--- src/rtl/rr_arbiter4.sv ---
// Four-requester round-robin arbiter with least-recently-granted rotation.
// Grants are combinational from the requests and a registered pointer. The
// pointer only moves when the consumer accepts a winner (update_lru_i), so a
// stalled consumer can hold its transaction without disturbing fairness.
// An optional checker flags illegal grant vectors with a sticky error bit.
module rr_arbiter4 #(
    parameter bit CHECK_ENABLE = 1'b1
) (
    input  logic       clk,
    input  logic       reset,
    input  logic       req0_i,
    input  logic       req1_i,
    input  logic       req2_i,
    input  logic       req3_i,
    input  logic       update_lru_i,
    output logic       grant0_o,
    output logic       grant1_o,
    output logic       grant2_o,
    output logic       grant3_o,
    output logic       grant_valid_o,
    output logic [1:0] grant_index_o,
    output logic       error_o
);

    logic [3:0] req;
    logic [1:0] last_grant;
    logic [3:0] grant_sel;
    logic [3:0] grant;
    logic [1:0] idx;
    logic       found;

    assign req = {req3_i, req2_i, req1_i, req0_i};

    // Walk requesters from last_grant+1 around to last_grant; first requester wins.
    always_comb begin
        grant_sel = 4'b0000;
        found     = 1'b0;
        idx       = 2'd0;
        for (int k = 1; k <= 4; k++) begin
            idx = last_grant + 2'(k);
            if (!found && req[idx]) begin
                grant_sel[idx] = 1'b1;
                found          = 1'b1;
            end
        end
    end

    // Single net carrying the grant vector; every output and the checker read it.
    assign grant = grant_sel;

    assign grant0_o      = grant[0];
    assign grant1_o      = grant[1];
    assign grant2_o      = grant[2];
    assign grant3_o      = grant[3];
    assign grant_valid_o = |grant;

    // Encode the one-hot grant to a binary index (0 when nothing is granted).
    always_comb begin
        grant_index_o = 2'd0;
        if (grant[3])      grant_index_o = 2'd3;
        else if (grant[2]) grant_index_o = 2'd2;
        else if (grant[1]) grant_index_o = 2'd1;
    end

    // Priority pointer: reset puts requester 3 last so requester 0 leads.
    always_ff @(posedge clk) begin
        if (reset) begin
            last_grant <= 2'd3;
        end else if (update_lru_i && grant_valid_o) begin
            last_grant <= grant_index_o;
        end
    end

    generate
        if (CHECK_ENABLE) begin : g_check
            logic multi;
            logic stray;
            logic missed;
            logic fault;
            logic err;

            assign multi  = (grant & (grant - 4'd1)) != 4'd0;
            assign stray  = (grant & ~req) != 4'd0;
            assign missed = (req != 4'd0) && (grant == 4'd0);
            assign fault  = multi | stray | missed;

            // Sticky error flag, cleared only by reset.
            always_ff @(posedge clk) begin
                if (reset) begin
                    err <= 1'b0;
                end else if (fault) begin
                    err <= 1'b1;
                end
            end

`ifndef SYNTHESIS
            // Simulation-only report of each faulty cycle.
            always @(posedge clk) begin
                if (!reset && fault) begin
                    $display("arbiter4 grant error at time %0t", $time);
                end
            end
`endif

            assign error_o = err;
        end else begin : g_nocheck
            assign error_o = 1'b0;
        end
    endgenerate

endmodule

--- config.mk ---
export PLATFORM = sky130hd
export DESIGN_NAME = rr_arbiter4
export DESIGN_NICKNAME = d
export VERILOG_FILES = /design/src/rtl/rr_arbiter4.sv
export SDC_FILE = /design/constraint.sdc
export NUM_CORES = 1
export LEC_CHECK = 0
export CAP_MARGIN = 20
export CORE_AREA = 2 2 39 41
export CTS_CLUSTER_DIAMETER = 30
export DETAILED_ROUTE_END_ITERATION = 16
export DIE_AREA = 0 0 41 43
export PLACE_DENSITY = 0.74
export REMOVE_ABC_BUFFERS = 1
export SYNTH_ARGS = -nofsm -noshare
export SYNTH_HDL_FRONTEND = slang
export SYNTH_SLANG_ARGS = --single-unit
--- constraint.sdc ---
create_clock -name clk -period 5.5 [get_ports clk]
set_clock_uncertainty 0.2 [all_clocks]
set_input_delay 0.55 -clock clk [delete_from_list [all_inputs] [get_ports clk]]
set_output_delay 0.55 -clock clk [all_outputs]
set_load 0.01 [all_outputs]
==> impl_metrics.py <==
metrics = {
    "drt": {
        "detail-route-antenna-nets": 0,
        "detail_route.drc_violations": 0,
        "routed_via_density": 5.99,
        "number_of_drc_markers_after_the_initial_detailed_route_iteration": 8,
        "drtPass1Iterations": 5,
        "routed_wirelength_um": 1350,
        "num_vias": 551,
        "post_drt_wl_per_cell_um": 14.7,
    },
    "die": {
        "core_region_area_um2": 1380,
        "placement_rows": 14,
        "die-area_um2": 1760,
        "initial_cell_density_of_the_core_pct": 43.6,
        "die_height_um": 43,
        "number_of_top_level_pins": 15,
        "dieWidth_um": 41,
    },
    "power_and_ir_drop": {
        "power_switching_uw": 236,
        "power_density_nw_per_um2": 675,
        "power.leakage_uw": 0.000323,
        "swShare_pct": 44.9,
        "logic_pwr_share_pct": 82.4,
        "vdd_ir_drop_max_uv": 386,
        "share_clk_of_total_power_pct": 7.6,
        "p_seq_share_pct": 10.0,
        "intPower_uw": 289,
    },
    "timing": {
        "final_max_slew_viol_count": 0,
        "layout_setup_ws_ps": 1240,
        "worst-slew-pin-transition_ps": 442,
        "maxSlewHeadroom_pct": 70.5,
        "rsz0062_at_grt": "false",
        "period_share_pct": 77.5,
        "final.hold.worst_slack_ps": 340,
        "clock_period_minus_final_worst_setup_slack_ps": 4260,
        "hold_violations": 0,
        "maxClockFrequency_mhz": 234,
        "final.setup.tns_ps": 0,
        "final-setup-viol-count": 0,
    },
    "yosys": {
        "synth.top_cell.area_share_pct": 16.6,
        "synth.yosys.warnings": 0,
        "syn_area_per_cell_um2": 10.2,
        "synth_top_family_by_area": "simple AND/OR/NAND/NOR gates",
        "post_synth_instance_area_um2": 603,
        "ys_top_cells_by_area": "sky130_fd_sc_hd__ha_1, sky130_fd_sc_hd__mux4_2, sky130_fd_sc_hd__dfxtp_1, sky130_fd_sc_hd__a221oi_4, sky130_fd_sc_hd__mux4_1",
        "ys_ff_latch": 3,
        "synthCells": 59,
        "synth_xor_xnor_area_share_pct": 0,
        "synth.yosys.seq_area_share_pct": 9.96,
        "synth_simple_gate_area_share_pct": 27.0,
        "cell_taking_the_most_area_after_synthesis": "sky130_fd_sc_hd__ha_1",
        "synth_fa_ha_area_share_pct": 16.6,
        "yosys.cell_count.top_type": "sky130_fd_sc_hd__ha_1",
        "synth_mux_area_share_pct": 17.2,
        "synthDistinctLibCells": 35,
        "synth-main-ff-cell": "sky130_fd_sc_hd__dfxtp_1",
        "number_of_synthesized_flops_with_an_enable_pin": 0,
        "synth_async_sr_flop_share_pct": 0,
        "synth_top_cells_by_count": "sky130_fd_sc_hd__ha_1, sky130_fd_sc_hd__nand2_1, sky130_fd_sc_hd__inv_1",
        "synth-compound-area-share_pct": 24.9,
    },
    "global_route": {
        "gr-total-overflow": 0,
        "pin_count_of_the_biggest_net_entering_global_routing": 11,
        "first_pass_grt_wire_length_um": 2190,
        "grt.total_usage_pct": 18.4,
        "antenna_found_initial": 0,
        "first_global_vias": 498,
    },
    "worst_setup_path": {
        "crit_path_capture_type": "output pin",
        "crit_chain": "inv_1 -> ha_1 -> mux4_1 -> nor3b_2 -> a221oi_4 -> nand4_4 -> or3_1 -> clkdlybuf4s50_1",
        "cp_num_buf_inv": 2,
        "worstPathMaxFanout": 10,
        "worst_path_dominant_cell_family": "simple AND/OR/NAND/NOR gates",
        "timing.critical_path.slowest_stage_cell": "sky130_fd_sc_hd__dfxtp_1",
        "critPathMaxStageDelay_ps": 580,
        "critical_path_source_type": "register",
        "worst_ep_required_time_ps": 4750,
        "crit_type": "reg2out",
        "critPathArrivalTime_ps": 3510,
    },
    "outcome": {
        "run_status": "finished clean",
    },
    "min_path": {
        "hold_path_class": "reg2reg",
    },
    "layout": {
        "flow.area_growth_from_synthesis_pct": 29.0,
        "finalNetCount": 92,
        "fraction_of_layout_instances_using_a_drive_strength_above_1_pct": 21.1,
        "antenna-diode-count": 0,
        "num-fill-cells": 135,
    },
    "clocking": {
        "cts-resized-gates": 0,
        "cts_root_buf": "sky130_fd_sc_hd__clkbuf_4",
        "tritoncts.num_buffers": 3,
        "cts.sink_count": 3,
        "htree_levels": 1,
        "cts_hold_buf": 0,
        "tritoncts": "yes",
        "cts.path.max_buffers": 2,
        "cts_post_setup_buffers_inserted": 0,
        "worstSkewPairLatency_ps": 240,
        "clkTransAtPathRegs_ps": 30,
    },
    "placed_design": {
        "io_buffer_count": 14,
        "dp_hpwl_um": 1030,
        "place.gp.congestion": 0.770,
        "placement_stage_worst_setup_slack_ps": 1450,
    },
    "flow_run": {
        "number_of_max_cap_violations": 0,
    },
}
## final cells by class
cell class                      instances  area [µm²]  area share (%)
Clock buffer                            4        26.3            3.38
Inverter                                4        15.0            1.93
Multi-Input combinational cell         51         517            66.4
Sequential cell                         3        60.1            7.72
Tap cell                               16        20.0            2.57
Timing Repair Buffer                   14         140            18.0
## power by group through the flow
stage | Combinational [µW] | Sequential (µW) | Clock, µW
after global routing | 469 | 55.4 | 43.1
final | 433 | 52.3 | 40.0
after detailed placement | 434 | 53.2 | 0
after floorplan | 287 | 49.8 | 0
after CTS | 438 | 52.9 | 41.0
after global placement | 431 | 53.4 | 0
## logic make-up after synthesis
family	after synthesis
and+or+nand+nor	21
adders and majority gates	8
AOI/OAI and AO/OA	17
muxes	5
DFF	3
buffers and inverters	5
## worst paths after layout
path	slack (ps)	depth (start not counted)	from	to
worst max-delay path	1240	8	last_grant[0]$_SDFFE_PP1P_	grant_valid_o
worst min-delay path	340	2	error_o$_SDFFE_PP0P_	error_o$_SDFFE_PP0P_
worst max register to register	2180	8	last_grant[0]$_SDFFE_PP1P_	error_o$_SDFFE_PP0P_
worst min register to register	340	2	error_o$_SDFFE_PP0P_	error_o$_SDFFE_PP0P_
## cells in the final DEF (no fill, tap or decap), drive strengths merged
cell type | synthesis | layout
a21oi | 3 | 3
inv | 4 | 4
clkbuf | 0 | 4
nor3b | 1 | 1
nand2 | 8 | 8
nand3 | 1 | 1
ha | 8 | 8
nor4b | 1 | 1
a22oi | 2 | 2
dfxtp | 3 | 3
mux2i | 1 | 1
mux4 | 4 | 4
and3b | 1 | 1
clkdlybuf4s50 | 0 | 14
or3 | 1 | 1
a221oi | 1 | 1
a2bb2oi | 1 | 1
nor2 | 1 | 1
o21a | 1 | 1
nor2b | 1 | 1
nand2b | 1 | 1
o31ai | 1 | 1
a21o | 1 | 1
a211oi | 1 | 1
o311ai | 1 | 1
o41ai | 1 | 1
and2 | 1 | 1
a221o | 1 | 1
o211ai | 1 | 1
nand4b | 1 | 1
nand3b | 1 | 1
or4 | 1 | 1
nand4 | 1 | 1
o21ai | 2 | 2
## worst min-delay path, cell delays in order (launching register included)
cell	delay, ps
sky130_fd_sc_hd__dfxtp_1	330
sky130_fd_sc_hd__o311ai_1	120
sky130_fd_sc_hd__o211ai_2	60
## state kept, by name, indices dropped and copies added (netlist names)
name	count
last_grant	2
error_o	1
## through the flow
stage | area (µm²) | util [%] | power (µW) | std cells
after floorplan | 592 | - | 337 | 58
after global placement | 752 | 54.3 | 484 | 88
after detailed placement | 752 | 54.3 | 487 | 88
after CTS | 778 | 56.2 | 532 | 92
after global routing | 778 | 56.2 | 567 | 92
final | 778 | 56.2 | 525 | 92
## layer usage
metal	vias to the layer above	global-route usage (%)	share of wire (%)
li1	266	-	-
met1	264	24.4	43
met2	19	28.1	50
met3	2	6.28	6.0
met4	0	4.00	0.81
met5	-	0	0
No activity file was read; power rests on OpenSTA's default activity.
